--- src/rtl/mdu_pkg.sv ---
// mdu_pkg: shared definitions for the execute-stage multiply/divide unit.
//   - MDU op encoding carried in the MDU op field of ControlSignal_E
//   - position of that field within ControlSignal_E
//   - FSM state encoding used by mdu_ex
package mdu_pkg;

    localparam int MDU_OP_W = 3;

    // MDU op field location inside the ID/EX ControlSignal_E bundle.
    localparam int CS_MDU_OP_LSB = 0;
    localparam int CS_MDU_OP_MSB = CS_MDU_OP_LSB + MDU_OP_W - 1;

    // Encodings 6 and 7 are reserved and have no effect.
    typedef enum logic [MDU_OP_W-1:0] {
        MDU_MULT  = 3'd0,
        MDU_MULTU = 3'd1,
        MDU_DIV   = 3'd2,
        MDU_DIVU  = 3'd3,
        MDU_MTHI  = 3'd4,
        MDU_MTLO  = 3'd5
    } mdu_op_e;

    typedef enum logic [1:0] {
        ST_IDLE = 2'd0,
        ST_MUL  = 2'd1,
        ST_DIV  = 2'd2
    } mdu_state_e;

endpackage

--- src/rtl/mdu_div_iter.sv ---
// mdu_div_iter: iterative restoring divider core, one quotient bit per step.
// Operates on magnitudes only; sign handling lives in the parent.
//   clk, reset        : clock, asynchronous active-high reset
//   load              : capture dividend/divisor and the iteration count
//   step              : perform one restoring iteration
//   dividend, divisor : unsigned operands (sampled on load)
//   iters             : iterations to run (1..WIDTH); the dividend is pre-shifted
//                       so the skipped leading iterations would only yield zeros
//   last              : the step taken this cycle is the final one
//   quot, rem         : quotient and remainder magnitudes
module mdu_div_iter #(
    parameter int WIDTH = 32,
    parameter int IW    = $clog2(WIDTH + 1)
) (
    input  logic             clk,
    input  logic             reset,
    input  logic             load,
    input  logic             step,
    input  logic [WIDTH-1:0] dividend,
    input  logic [WIDTH-1:0] divisor,
    input  logic [IW-1:0]    iters,
    output logic             last,
    output logic [WIDTH-1:0] quot,
    output logic [WIDTH-1:0] rem
);
    logic [WIDTH-1:0] q_q, q_d;   // dividend bits shift out, quotient bits shift in
    logic [WIDTH-1:0] r_q, r_d;
    logic [WIDTH-1:0] d_q, d_d;
    logic [IW-1:0]    cnt_q, cnt_d;

    logic [WIDTH:0] r_trial;
    logic [WIDTH:0] diff;

    // Partial remainder stays below the divisor, so the trial value minus the
    // divisor fits in WIDTH+1 bits and its MSB is a valid sign.
    assign r_trial = {r_q, q_q[WIDTH-1]};
    assign diff    = r_trial - {1'b0, d_q};

    always_comb begin
        q_d   = q_q;
        r_d   = r_q;
        d_d   = d_q;
        cnt_d = cnt_q;
        if (load) begin
            q_d   = dividend << (IW'(WIDTH) - iters);
            r_d   = '0;
            d_d   = divisor;
            cnt_d = iters;
        end else if (step) begin
            if (!diff[WIDTH]) begin
                r_d = diff[WIDTH-1:0];
                q_d = {q_q[WIDTH-2:0], 1'b1};
            end else begin
                r_d = r_trial[WIDTH-1:0];
                q_d = {q_q[WIDTH-2:0], 1'b0};
            end
            cnt_d = cnt_q - 1'b1;
        end
    end

    always_ff @(posedge clk or posedge reset) begin
        if (reset) begin
            q_q   <= '0;
            r_q   <= '0;
            d_q   <= '0;
            cnt_q <= '0;
        end else begin
            q_q   <= q_d;
            r_q   <= r_d;
            d_q   <= d_d;
            cnt_q <= cnt_d;
        end
    end

    assign last = (cnt_q == IW'(1));
    assign quot = q_q;
    assign rem  = r_q;

endmodule

--- src/rtl/mdu_ex.sv ---
// mdu_ex: execute-stage multiply/divide unit with HI/LO registers.
//   clk, reset   : clock, asynchronous active-high reset
//   start, op    : request from ID/EX (op per mdu_pkg::mdu_op_e), sampled when idle
//   src_a, src_b : rs / rt operand values
//   flush        : squash the in-flight operation (and any same-cycle start)
//   busy         : operation in flight, stalls MDU ops and MFHI/MFLO
//   done         : one-cycle pulse when HI/LO take a multiply/divide result
//   hi, lo       : architectural HI/LO registers
// Build option: define MDU_DIV_EARLY_EXIT_EN to let the divider skip the
// leading-zero iterations of the dividend magnitude (results unchanged).
module mdu_ex
    import mdu_pkg::*;
#(
    parameter int WIDTH       = 32,
    parameter int MULT_CYCLES = 4
) (
    input  logic                clk,
    input  logic                reset,
    input  logic                start,
    input  logic [MDU_OP_W-1:0] op,
    input  logic [WIDTH-1:0]    src_a,
    input  logic [WIDTH-1:0]    src_b,
    input  logic                flush,
    output logic                busy,
    output logic                done,
    output logic [WIDTH-1:0]    hi,
    output logic [WIDTH-1:0]    lo
);
    localparam int CW = (MULT_CYCLES > 1) ? $clog2(MULT_CYCLES) : 1;
    localparam int IW = $clog2(WIDTH + 1);

    mdu_state_e       state_q, state_d;
    logic [CW-1:0]    cnt_q, cnt_d;
    logic [WIDTH-1:0] a_q, a_d, b_q, b_d;
    logic [WIDTH-1:0] hi_q, hi_d, lo_q, lo_d;
    logic             sgn_q, sgn_d;
    logic             qneg_q, qneg_d, rneg_q, rneg_d;
    logic             fix_q, fix_d;
    logic             done_q, done_d;

    mdu_op_e            op_e;
    logic               signed_div;
    logic [WIDTH-1:0]   mag_a, mag_b;
    logic [2*WIDTH-1:0] ext_a, ext_b, prod;
    logic               div_load, div_step, div_last;
    logic [IW-1:0]      div_iters;
    logic [WIDTH-1:0]   div_quot, div_rem;

    assign op_e       = mdu_op_e'(op);
    assign signed_div = (op_e == MDU_DIV);
    assign mag_a      = (signed_div && src_a[WIDTH-1]) ? -src_a : src_a;
    assign mag_b      = (signed_div && src_b[WIDTH-1]) ? -src_b : src_b;

    // Extending both operands to 2*WIDTH makes the low half of an unsigned
    // product equal to the signed product when sign-extended.
    assign ext_a = sgn_q ? {{WIDTH{a_q[WIDTH-1]}}, a_q} : {{WIDTH{1'b0}}, a_q};
    assign ext_b = sgn_q ? {{WIDTH{b_q[WIDTH-1]}}, b_q} : {{WIDTH{1'b0}}, b_q};
    assign prod  = ext_a * ext_b;

`ifdef MDU_DIV_EARLY_EXIT_EN
    // Iterations = bit length of the dividend magnitude (at least one).
    // Divide-by-zero keeps the full run so its all-ones quotient is produced.
    always_comb begin
        div_iters = IW'(WIDTH);
        if (mag_b != '0) begin
            div_iters = IW'(1);
            for (int i = 0; i < WIDTH; i++) begin
                if (mag_a[i]) div_iters = IW'(i + 1);
            end
        end
    end
`else
    assign div_iters = IW'(WIDTH);
`endif

    mdu_div_iter #(.WIDTH(WIDTH), .IW(IW)) u_div (
        .clk      (clk),
        .reset    (reset),
        .load     (div_load),
        .step     (div_step),
        .dividend (mag_a),
        .divisor  (mag_b),
        .iters    (div_iters),
        .last     (div_last),
        .quot     (div_quot),
        .rem      (div_rem)
    );

    always_comb begin
        state_d  = state_q;
        cnt_d    = cnt_q;
        a_d      = a_q;
        b_d      = b_q;
        hi_d     = hi_q;
        lo_d     = lo_q;
        sgn_d    = sgn_q;
        qneg_d   = qneg_q;
        rneg_d   = rneg_q;
        fix_d    = fix_q;
        done_d   = 1'b0;
        div_load = 1'b0;
        div_step = 1'b0;
        unique case (state_q)
            ST_IDLE: begin
                if (start && !flush) begin
                    case (op_e)
                        MDU_MULT, MDU_MULTU: begin
                            state_d = ST_MUL;
                            cnt_d   = CW'(MULT_CYCLES - 1);
                            a_d     = src_a;
                            b_d     = src_b;
                            sgn_d   = (op_e == MDU_MULT);
                        end
                        MDU_DIV, MDU_DIVU: begin
                            state_d  = ST_DIV;
                            div_load = 1'b1;
                            fix_d    = 1'b0;
                            qneg_d   = signed_div && (src_a[WIDTH-1] ^ src_b[WIDTH-1]);
                            rneg_d   = signed_div && src_a[WIDTH-1];
                        end
                        MDU_MTHI: hi_d = src_a;
                        MDU_MTLO: lo_d = src_a;
                        default: ;
                    endcase
                end
            end
            ST_MUL: begin
                if (flush) begin
                    state_d = ST_IDLE;
                end else if (cnt_q == '0) begin
                    {hi_d, lo_d} = prod;
                    done_d       = 1'b1;
                    state_d      = ST_IDLE;
                end else begin
                    cnt_d = cnt_q - 1'b1;
                end
            end
            ST_DIV: begin
                if (flush) begin
                    state_d = ST_IDLE;
                end else if (fix_q) begin
                    // Sign fix-up cycle after the final iteration.
                    hi_d    = rneg_q ? -div_rem  : div_rem;
                    lo_d    = qneg_q ? -div_quot : div_quot;
                    done_d  = 1'b1;
                    state_d = ST_IDLE;
                end else begin
                    div_step = 1'b1;
                    if (div_last) fix_d = 1'b1;
                end
            end
            default: state_d = ST_IDLE;
        endcase
    end

    always_ff @(posedge clk or posedge reset) begin
        if (reset) begin
            state_q <= ST_IDLE;
            cnt_q   <= '0;
            a_q     <= '0;
            b_q     <= '0;
            hi_q    <= '0;
            lo_q    <= '0;
            sgn_q   <= 1'b0;
            qneg_q  <= 1'b0;
            rneg_q  <= 1'b0;
            fix_q   <= 1'b0;
            done_q  <= 1'b0;
        end else begin
            state_q <= state_d;
            cnt_q   <= cnt_d;
            a_q     <= a_d;
            b_q     <= b_d;
            hi_q    <= hi_d;
            lo_q    <= lo_d;
            sgn_q   <= sgn_d;
            qneg_q  <= qneg_d;
            rneg_q  <= rneg_d;
            fix_q   <= fix_d;
            done_q  <= done_d;
        end
    end

    assign busy = (state_q != ST_IDLE);
    assign done = done_q;
    assign hi   = hi_q;
    assign lo   = lo_q;

endmodule

--- config.mk ---
export PLATFORM = sky130hd
export DESIGN_NAME = mdu_ex
export DESIGN_NICKNAME = d
export VERILOG_FILES = /design/src/rtl/mdu_pkg.sv /design/src/rtl/mdu_div_iter.sv /design/src/rtl/mdu_ex.sv
export SDC_FILE = /design/constraint.sdc
export NUM_CORES = 2
export LEC_CHECK = 0
export BUFFER_PORTS_ARGS = -buffer_cell sky130_fd_sc_hd__buf_2
export CELL_PAD_IN_SITES_DETAIL_PLACEMENT = 0
export CELL_PAD_IN_SITES_GLOBAL_PLACEMENT = 1
export CORE_MARGIN = 2
export CORE_UTILIZATION = 52
export DETAILED_ROUTE_END_ITERATION = 8
export PLACE_DENSITY = 0.9
export SYNTH_ARGS = -nofsm -noshare
export SYNTH_HDL_FRONTEND = slang
export SYNTH_SLANG_ARGS = --single-unit
--- constraint.sdc ---
create_clock -name clk -period 12.3 [get_ports clk]
set_clock_uncertainty 0.05 [all_clocks]
set_input_delay 1.23 -clock clk [delete_from_list [all_inputs] [get_ports clk]]
set_output_delay 1.23 -clock clk [all_outputs]
set_load 0.01 [all_outputs]
==> results.py <==
metrics = {
    "drt": {
        "final_antenna_net_count": 0,
        "drt_iter0_drc": 3690,
        "routedWlPerCell_um": 21.5,
        "drc": 0,
        "vias": 46900,
        "wirelength_um": 180000,
        "vias_per_cell": 5.60,
        "firstDrtPassIters": 6,
    },
    "setup_path": {
        "r2r_end": "hi[31]",
        "worst-setup-path-type": "reg2reg",
        "crit_fanout": 24,
        "cp_common_cell": "fa_1",
        "reg2reg_depth": 31,
        "arrival_ps": 10730,
        "r2r_start": "sgn_q",
        "crit_end": "hi[31]",
        "required_ps": 12730,
        "startpoint": "sgn_q",
        "r2r_slack_ps": 2010,
        "end_kind": "flip-flop",
        "worstSetupStartpointType": "flip-flop",
        "critical_path.max_stage_delay_ps": 910,
        "crit_slowest_cell": "fa_1",
    },
    "floorplanning": {
        "num_io_pins": 137,
        "fp.dieH_um": 352,
        "die_w_um": 352,
        "core-area_um2": 120000,
        "std_cell_rows": 127,
        "start_util": 0.524,
        "dieArea_um2": 124000,
    },
    "yosys": {
        "synthAdderAreaFrac": 0.523,
        "syn_avg_cell_area_um2": 9.20,
        "synthMuxAreaShare": 0.0156,
        "async_flop_share": 1.00,
        "synth_seq_area_share": 0.0952,
        "synth-xor-area-share": 0.0362,
        "yosys.area.top_type": "fa_1",
        "syn_nets": 8671,
        "synth_cell_types": 79,
        "synth_area_um2": 62800,
        "synth_commonest_cells": "1,592 x inv_1, 1,420 x fa_1, 792 x nand2_1, 584 x and2_1, 350 x ha_1",
        "synth-edff-count": 0,
        "yosysTopAreaCellShare": 0.452,
        "syn_inst": 6830,
        "synth.area.top_cells": "fa_1 45%, dfrtp_1 9.5%, inv_1 9.5%",
        "synth_simple_gate_area_share": 0.141,
        "synth_top_flop_cell": "dfrtp_1",
        "synth_top_family_by_area": "adder cells",
        "synth.most_common_cell": "inv_1",
        "yosysWarnings": 0,
        "synth_compound_area_frac": 0.0734,
        "ys_ff_latch": 239,
    },
    "final_layout": {
        "area_delta_synth_final_pct": 4.82,
        "layout.cells.non_filler": 8379,
        "layout.nets": 8582,
        "fill_cells": 10700,
        "drive_gt1_frac": 0.0552,
        "fin_util": 0.549,
    },
    "global_route": {
        "track_usage": 0.303,
        "grt_pass1_vias": 50500,
        "grt-ovfl-total": 0,
        "grt_pass1_wl_um": 286000,
        "antenna_found_initial": 8,
        "grt_max_degree": 118,
    },
    "sta": {
        "fmax_ghz": 0.0972,
        "setup_violations": 0,
        "max_slew_margin": 0.0950,
        "finalHoldViolCount": 0,
        "final.setup.tns_ps": 0,
        "tightest_slew_ps": 1360,
        "rsz0062_at_grt": "no",
        "drv_slew": 0,
        "fin_crit_sh": 0.837,
        "setup_ws_ps": 2010,
        "min_period_ps": 10290,
    },
    "placement": {
        "routabilityCongestion": 0.987,
        "port_buffers": 136,
        "post-place-ws_ps": 2100,
        "dp.cells": 8324,
        "hpwl_um": 148000,
    },
    "clock_network": {
        "tritoncts": "yes",
        "htree_levels": 1,
        "worst_skew_pair.late_latency_ps": 600,
        "post_cts_buffers": 0,
        "clockBufferDepth": 3,
        "clock-root-buffer": "clkbuf_16",
        "numCtsBuffers": 27,
        "cts_resized": 0,
        "cts.sinks": 239,
        "clk_pin_slew_ps": 60,
        "hold_buffers": 0,
    },
    "outcome": {
        "outcome": "complete, no violations",
    },
    "min_path": {
        "hold_path_class": "reg2reg",
    },
    "job": {
        "cap_violations": 0,
    },
}
[cell type report]
| type | instances | area [um^2] | share of cell area |
|---|---|---|---|
| Multi-Input combinational cell | 4658 | 49600 | 0.753 |
| Inverter | 1593 | 5990 | 0.0909 |
| Sequential cell | 239 | 5980 | 0.0908 |
| Tap cell | 1612 | 2020 | 0.0306 |
| Timing Repair Buffer | 222 | 1330 | 0.0201 |
| Clock buffer | 35 | 766 | 0.0116 |
| Clock inverter | 15 | 170 | 0.00258 |
| Antenna cell | 5 | 12.5 | 0.000190 |
[stage by stage]
step | hold slack, ps | instance area (um^2)
final | 429 | 65900
after CTS | 425 | 65900
after global placement | 410 | 64900
after detailed placement | 412 | 64900
after global routing | 449 | 65900
after floorplan | 400 | 62800
[critical path, delay by kind of cell (launching register included)]
kind / cells / cell delay [ps]
adder cells (fa/ha/maj): 11 / 6110
AO/OA/AOI/OAI: 10 / 1820
buffers and inverters: 8 / 1250
flip-flops: 1 / 560
AND/OR/NAND/NOR: 2 / 390
[worst min path at each step]
stage / from / endpoint / slack [ps] / cells after the start
6_report: hi[11] / hi[11] / 430 / 2
5_1_grt: u_div.d_q[24] / u_div.d_q[24] / 450 / 2
4_1_cts: hi[11] / hi[11] / 430 / 2
3_5_place_dp: hi[11] / hi[11] / 410 / 2
3_3_place_gp: lo[0] / lo[0] / 410 / 1
2_1_floorplan: u_div.d_q[10] / u_div.d_q[10] / 400 / 2
[flip-flops by register name, summed over array words and instances, names as in the netlist]
signal / count
cnt_q: 2
u_div.rem: 32
u_div.quot: 32
sgn_q: 1
done: 1
qneg_q: 1
fix_q: 1
state_q: 2
b_q: 32
a_q: 32
rneg_q: 1
hi: 32
u_div.cnt_q: 6
lo: 32
u_div.d_q: 32
[metal layers]
| layer | vias up | share of wire | GRT usage |
|---|---|---|---|
| met3 | 541 | 0.072 | 0.0402 |
| met1 | 24000 | 0.38 | 0.387 |
| met5 | - | 0 | 0 |
| met4 | 0 | 0.070 | 0.170 |
| li1 | 20300 | - | - |
| met2 | 1996 | 0.48 | 0.499 |
[cells by family after synthesis]
| family | count (synthesis) |
|---|---|
| buffers and inverters | 1933 |
| and+or+nand+nor | 1805 |
| adders and majority gates | 1773 |
| AOI/OAI and AO/OA | 730 |
| xor gates and xnor gates | 260 |
| DFF | 239 |
| muxes | 90 |
[layout by cell type (no fill, tap or decap), drive strengths merged, types with 48 or more instances in the layout]
cell type	instances
mux2	65
nand2	792
a31oi	48
buf	222
a21o	48
nor2	190
xnor2	183
o31ai	78
a21oi	190
o21ai	196
xor2	77
fa	1420
ha	350
and2	584
dfrtp	239
inv	1593
Power is not shown: default switching activity piles up to over one toggle a cycle in this logic, so the estimate is an artifact.
